--- src/rtl/mult_pkg.sv ---
// Shared helpers for the pipelined array multiplier: sizing functions and the
// partial-product generator used by the first adder stage.
package mult_pkg;

   localparam int unsigned MaxW = 32;

   function automatic int unsigned clog2(input int unsigned v);
      int unsigned r;
      r = 0;
      for (int unsigned i = 0; i < 32; i++) begin
         if ((64'd1 << i) < 64'(v)) begin
            r = i + 1;
         end
      end
      return r;
   endfunction

   // Cycles from input accept to out_valid.
   function automatic int unsigned latency(input int unsigned w);
      return clog2(w) + 2;
   endfunction

   // b is zero-extended into MaxW bits by the caller; only the low w bits are meaningful.
   // In signed mode the top partial product carries negative weight, so it is negated.
   function automatic logic [2*MaxW-1:0] partial_product(input logic              a_bit,
                                                         input logic [MaxW-1:0] b,
                                                         input int unsigned     w,
                                                         input int unsigned     idx,
                                                         input logic            is_signed);
      logic [2*MaxW-1:0] ext;
      logic [2*MaxW-1:0] low_mask;
      logic              sign_bit;
      low_mask = (64'd1 << w) - 64'd1;
      ext      = {{MaxW{1'b0}}, b} & low_mask;
      sign_bit = is_signed && ((ext >> (w - 1)) != '0);
      if (sign_bit) begin
         ext = ext | ~low_mask;
      end
      ext = ext << idx;
      if (!a_bit) begin
         ext = '0;
      end else if (is_signed && (idx == w - 1)) begin
         ext = -ext;
      end
      return ext;
   endfunction

endpackage

--- src/rtl/mult_tree_level.sv ---
// One registered level of the product adder tree: N_IN operands in, N_IN/2
// pairwise sums out, with a valid bit that moves in lockstep.
module mult_tree_level #(
   parameter int unsigned N_IN = 4,
   parameter int unsigned W    = 16
) (
   input  logic                      clk_i,
   input  logic                      reset_i,
   input  logic                      en_i,
   input  logic                      valid_i,
   input  logic [N_IN-1:0][W-1:0]    data_i,
   output logic                      valid_o,
   output logic [N_IN/2-1:0][W-1:0]  data_o
);

   logic [N_IN/2-1:0][W-1:0] sum_d;
   logic [N_IN/2-1:0][W-1:0] sum_q;
   logic                     valid_q;

   always_comb begin
      sum_d = '0;
      for (int i = 0; i < N_IN / 2; i++) begin
         sum_d[i] = data_i[2*i] + data_i[2*i+1];
      end
   end

   // Data only needs to move with en; the valid bit alone marks it meaningful.
   always_ff @(posedge clk_i) begin
      if (reset_i) begin
         valid_q <= 1'b0;
      end else if (en_i) begin
         valid_q <= valid_i;
         sum_q   <= sum_d;
      end
   end

   assign valid_o = valid_q;
   assign data_o  = sum_q;

endmodule

--- src/rtl/pipelined_array_multiplier.sv ---
// Fixed-latency, one-per-cycle signed/unsigned array multiplier with a
// valid/ready handshake, global-stall backpressure and a pass-through tag.
module pipelined_array_multiplier
   import mult_pkg::*;
#(
   parameter int unsigned WIDTH = 8,
   parameter int unsigned TAG_W = 4
) (
   input  logic                 clk,
   input  logic                 reset,
   input  logic                 in_valid,
   output logic                 in_ready,
   input  logic [WIDTH-1:0]     in_a,
   input  logic [WIDTH-1:0]     in_b,
   input  logic                 in_signed,
   input  logic [TAG_W-1:0]     in_tag,
   output logic                 out_valid,
   input  logic                 out_ready,
   output logic [2*WIDTH-1:0]   out_p,
   output logic [TAG_W-1:0]     out_tag
);

   localparam int unsigned LAT   = latency(WIDTH);
   localparam int unsigned PW    = 2 * WIDTH;
   localparam int unsigned HalfW = WIDTH / 2;
   localparam int unsigned NLvl  = LAT - 3;
   localparam int unsigned NNode = WIDTH - 1;

   logic en;

   logic               s0_vld_q;
   logic [WIDTH-1:0]   s0_a_q;
   logic [WIDTH-1:0]   s0_b_q;
   logic               s0_sgn_q;
   logic [TAG_W-1:0]   s0_tag_q;

   logic [PW-1:0]              pp [WIDTH];
   logic [HalfW-1:0][PW-1:0]   s1_sum_d;
   logic [HalfW-1:0][PW-1:0]   s1_sum_q;
   logic                       s1_vld_q;
   logic [TAG_W-1:0]           s1_tag_q;

   logic                 out_valid_q;
   logic [PW-1:0]        out_p_q;
   logic [TAG_W-1:0]     out_tag_q;

   // Tree nodes laid out level after level: the S1 sums first, then each level's outputs;
   // the final sum lands in the top node.
   wire [NNode-1:0][PW-1:0]   node;
   wire [NLvl:0]              lvl_vld;
   wire [NLvl:0][TAG_W-1:0]   lvl_tag;

   // Whole pipe stalls only when a finished result is being refused.
   assign en       = !(out_valid_q && !out_ready);
   assign in_ready = en && !reset;

   always_ff @(posedge clk) begin
      if (reset) begin
         s0_vld_q <= 1'b0;
      end else if (en) begin
         s0_vld_q <= in_valid;
         s0_a_q   <= in_a;
         s0_b_q   <= in_b;
         s0_sgn_q <= in_signed;
         s0_tag_q <= in_tag;
      end
   end

   always_comb begin
      for (int i = 0; i < WIDTH; i++) begin
         pp[i] = PW'(partial_product(s0_a_q[i], MaxW'(s0_b_q), WIDTH, i, s0_sgn_q));
      end
      s1_sum_d = '0;
      for (int j = 0; j < HalfW; j++) begin
         s1_sum_d[j] = pp[2*j] + pp[2*j+1];
      end
   end

   always_ff @(posedge clk) begin
      if (reset) begin
         s1_vld_q <= 1'b0;
      end else if (en) begin
         s1_vld_q <= s0_vld_q;
         s1_sum_q <= s1_sum_d;
         s1_tag_q <= s0_tag_q;
      end
   end

   assign node[HalfW-1:0] = s1_sum_q;
   assign lvl_vld[0]      = s1_vld_q;
   assign lvl_tag[0]      = s1_tag_q;

   for (genvar l = 0; l < NLvl; l++) begin : g_lvl
      localparam int unsigned NIn    = WIDTH >> (l + 1);
      localparam int unsigned InOff  = WIDTH - (WIDTH >> l);
      localparam int unsigned OutOff = WIDTH - (WIDTH >> (l + 1));

      logic [TAG_W-1:0] tag_q;

      mult_tree_level #(
         .N_IN (NIn),
         .W    (PW)
      ) u_level (
         .clk_i   (clk),
         .reset_i (reset),
         .en_i    (en),
         .valid_i (lvl_vld[l]),
         .data_i  (node[InOff +: NIn]),
         .valid_o (lvl_vld[l+1]),
         .data_o  (node[OutOff +: NIn/2])
      );

      always_ff @(posedge clk) begin
         if (en) begin
            tag_q <= lvl_tag[l];
         end
      end

      assign lvl_tag[l+1] = tag_q;
   end

   always_ff @(posedge clk) begin
      if (reset) begin
         out_valid_q <= 1'b0;
         out_p_q     <= '0;
         out_tag_q   <= '0;
      end else if (en) begin
         out_valid_q <= lvl_vld[NLvl];
         out_p_q     <= node[NNode-1];
         out_tag_q   <= lvl_tag[NLvl];
      end
   end

   assign out_valid = out_valid_q;
   assign out_p     = out_p_q;
   assign out_tag   = out_tag_q;

endmodule

--- config.mk ---
export PLATFORM = sky130hd
export DESIGN_NAME = pipelined_array_multiplier
export DESIGN_NICKNAME = d
export VERILOG_FILES = /design/src/rtl/mult_pkg.sv /design/src/rtl/mult_tree_level.sv /design/src/rtl/pipelined_array_multiplier.sv
export SDC_FILE = /design/constraint.sdc
export NUM_CORES = 1
export LEC_CHECK = 0
export BUFFER_PORTS_ARGS = -buffer_cell sky130_fd_sc_hd__buf_4
export CORE_UTILIZATION = 56
export CTS_BUF_LIST = sky130_fd_sc_hd__clkbuf_4 sky130_fd_sc_hd__clkbuf_8 sky130_fd_sc_hd__clkbuf_16
export DETAILED_ROUTE_END_ITERATION = 12
export GPL_TIMING_DRIVEN = 0
export PLACE_DENSITY = 0.77
export SYNTH_ARGS = -nofsm -noshare
export SYNTH_HDL_FRONTEND = slang
export SYNTH_SLANG_ARGS = --single-unit
--- constraint.sdc ---
create_clock -name clk -period 8.3 [get_ports clk]
set_input_delay 1.245 -clock clk [delete_from_list [all_inputs] [get_ports clk]]
set_output_delay 1.245 -clock clk [all_outputs]
set_load 0.1 [all_outputs]
==> reports/qor.yml <==
finish.net_count: 878
dp.cells: 938
numCtsBuffers: 17
fin_util_pct: 66.7
p_switching_mw: 0.724
die_h_microns: 123
io_pins: 47
fin_tns_setup_ns: 0
drt_drc_violations_left: 0
crit_arrival_ns: 3.07
num_antenna_cells: 0
antenna_found_initial: 0
first_global_vias: 5427
cts_buffer_depth: 2
ys_seq_area_share_pct: 53.2
wire_per_inst_microns: 14.9
grt_pass1_wl_mm: 23.7
num_vias: 5414
r2r_cells: 9
synth_area_sq_um: 8220
synthTopCellsByArea: "edfxtp_1 (47%), ha_1 (11%), dfxtp_1 (6.1%)"
clock_latency_ns: 0.42
seqPwrFrac_pct: 43.9
ir_drop_mv: 0.179
setup_violations: 0
die-width_microns: 123
placed_area_sq_um: 8860
power_mw: 2.33
critPathMaxFanout: 33
coreArea_sq_um: 14100
hp-class: "reg2reg"
holdWs_ns: 0.419
hold_viol: 0
syn_inst: 710
power_frac_clock_pct: 30.5
gp_congestion: 0.824
rsz0062_at_grt: "false"
track_usage_pct: 20.7
drt-total-wl_mm: 14.5
tightest_slew_ns: 0.949
post-place-ws_ns: 3.96
syn_area_per_cell_sq_um: 11.6
clkSinkCount: 154
initial_utilization_pct: 58.3
synth_flop_cell: "edfxtp_1"
synth_seq_cells: 154
syn_to_final_growth_pct: 14.4
combPwrFrac_pct: 25.6
drt_pass1_iterations: 5
setup_ws_ns: 3.98
synth_cell_types: 47
holdPathStages: 0
syn-num-nets: 811
start_kind: "primary input"
overflow: 0
p_leak_nw: 3.95
crit_type: "in2out"
final_cells: 970
slew_headroom_pct: 36.6
h-tree-depth: 4
ant_nets: 0
synth_edf_count: 129
end_kind: "output port"
drt_iter0_markers: 329
fin_crit_sh_pct: 52.0
drive_gt1_share_pct: 12.8
rows: 43
min_period_ns: 4.32
worst_ep_required_time_ns: 7.05
clkTransAtPathRegs_ns: 0.06
place_hpwl_mm: 10.8
vias_per_cell: 5.58
synth_most_common_cell: "edfxtp_1"
port_buffers: 45
design.die.area_sq_um: 15200
ctsResizeCount: 0
hold_buffers: 0
cts_setup_buffers: 0
max_cap_violations: 0
stdcell_area_sq_um: 9410
p_int_mw: 1.60
async_reset_ff_share_pct: 0
power_density_nw_per_um2: 247
yosys_warnings: 0
fin_worst_skew_ns: 0.00764
p_sw_share_pct: 31.1
cts-root-buf: "clkbuf_16"
yosysTopAreaCell: "edfxtp_1"
synthTopCellsByCount: "edfxtp_1 (129), ha_1 (69), nand2_1 (65), a21oi_1 (58), and2_1 (50)"
cts_tree: "built"
status: "completed"
yosysTopAreaCellShare_pct: 47.1
fmax_mhz: 231
grt_max_degree: 38
drv_slew: 0
## flip-flops by register name, indices dropped and copies added (netlist names)
| name | flops |
|---|---|
| g_lvl.tag_q | 8 |
| g_lvl.u_level.data_o | 44 |
| g_lvl.u_level.valid_o | 2 |
| node | 52 |
| out_p | 16 |
| out_tag | 4 |
| out_valid | 1 |
| s0_a_q | 8 |
| s0_b_q | 8 |
| s0_sgn_q | 1 |
| s0_tag_q | 4 |
| s0_vld_q | 1 |
| s1_tag_q | 4 |
| s1_vld_q | 1 |
## routing by layer
metal,wire length [microns],part of all wire (%),track usage (%)
met1,5980,41,22.2
met2,7640,53,38.2
met3,555,3.8,5.07
met4,310,2.1,9.04
met5,0,0,0
## cells by family (layout without fill, tap and decap cells)
logic type | Yosys count | in the layout | synth area share [%]
and+or+nand+nor | 199 | 199 | 12.2
xor gates and xnor gates | 64 | 64 | 6.82
buffers and inverters | 48 | 128 | 2.37
DFF | 154 | 154 | 53.2
AOI/OAI and AO/OA | 169 | 169 | 13.2
adders and majority gates | 76 | 76 | 12.2
## placed cells by master, fill, tap and decap left out, types with 5 or more instances in the layout
cell type,instances
clkbuf_1,11
o21ai_0,36
fa_1,7
xor2_1,19
o21a_1,8
clkbuf_16,17
buf_4,47
o211ai_1,6
a211oi_1,5
nand2_1,65
nor2_1,33
and2_1,50
nor2b_1,7
inv_6,6
inv_1,32
edfxtp_1,129
o21bai_1,12
nand2b_1,13
a21o_1,17
a21oi_1,58
nor3_1,6
and3_1,9
dfxtp_1,25
and2_2,7
ha_1,69
xnor2_1,45
## cell type report
| class | instances | area, sq um |
|---|---|---|
| Fill cell | 1015 | 4690 |
| Inverter | 33 | 124 |
| Sequential cell | 154 | 4370 |
| Clock inverter | 13 | 101 |
| Multi-Input combinational cell | 508 | 3660 |
| Timing Repair Buffer | 48 | 405 |
| Tap cell | 180 | 225 |
| Clock buffer | 19 | 447 |
| Buffer | 15 | 71.3 |
## worst max-delay path, cell delays in order
cell and delay, ns:
buf_4 0.07, nor2b_1 0.03, clkbuf_1 0.21, clkbuf_1 0.29, nor2_4 0.77, buf_4 0.43
## power groups by stage
stage	Sequential [mW]	Clock (mW)	Combinational (mW)
6_report	1.02	0.711	0.596
5_1_grt	1.03	0.758	0.648
4_1_cts	1.02	0.726	0.593
3_5_place_dp	1.04	0	0.588
3_3_place_gp	1.04	0	0.560
2_1_floorplan	1.14	0	0.353
## worst paths after layout
kind	startpoint	endpoint	slack, ns
worst max-delay path	out_ready	in_ready	3.98
worst min-delay path	s0_tag_q[3]	s1_tag_q[3]	0.42
worst max register to register	s0_b_q[1]	node[63]	5.42
worst min register to register	s0_tag_q[3]	s1_tag_q[3]	0.42
No activity file was read; power rests on OpenSTA's default activity.
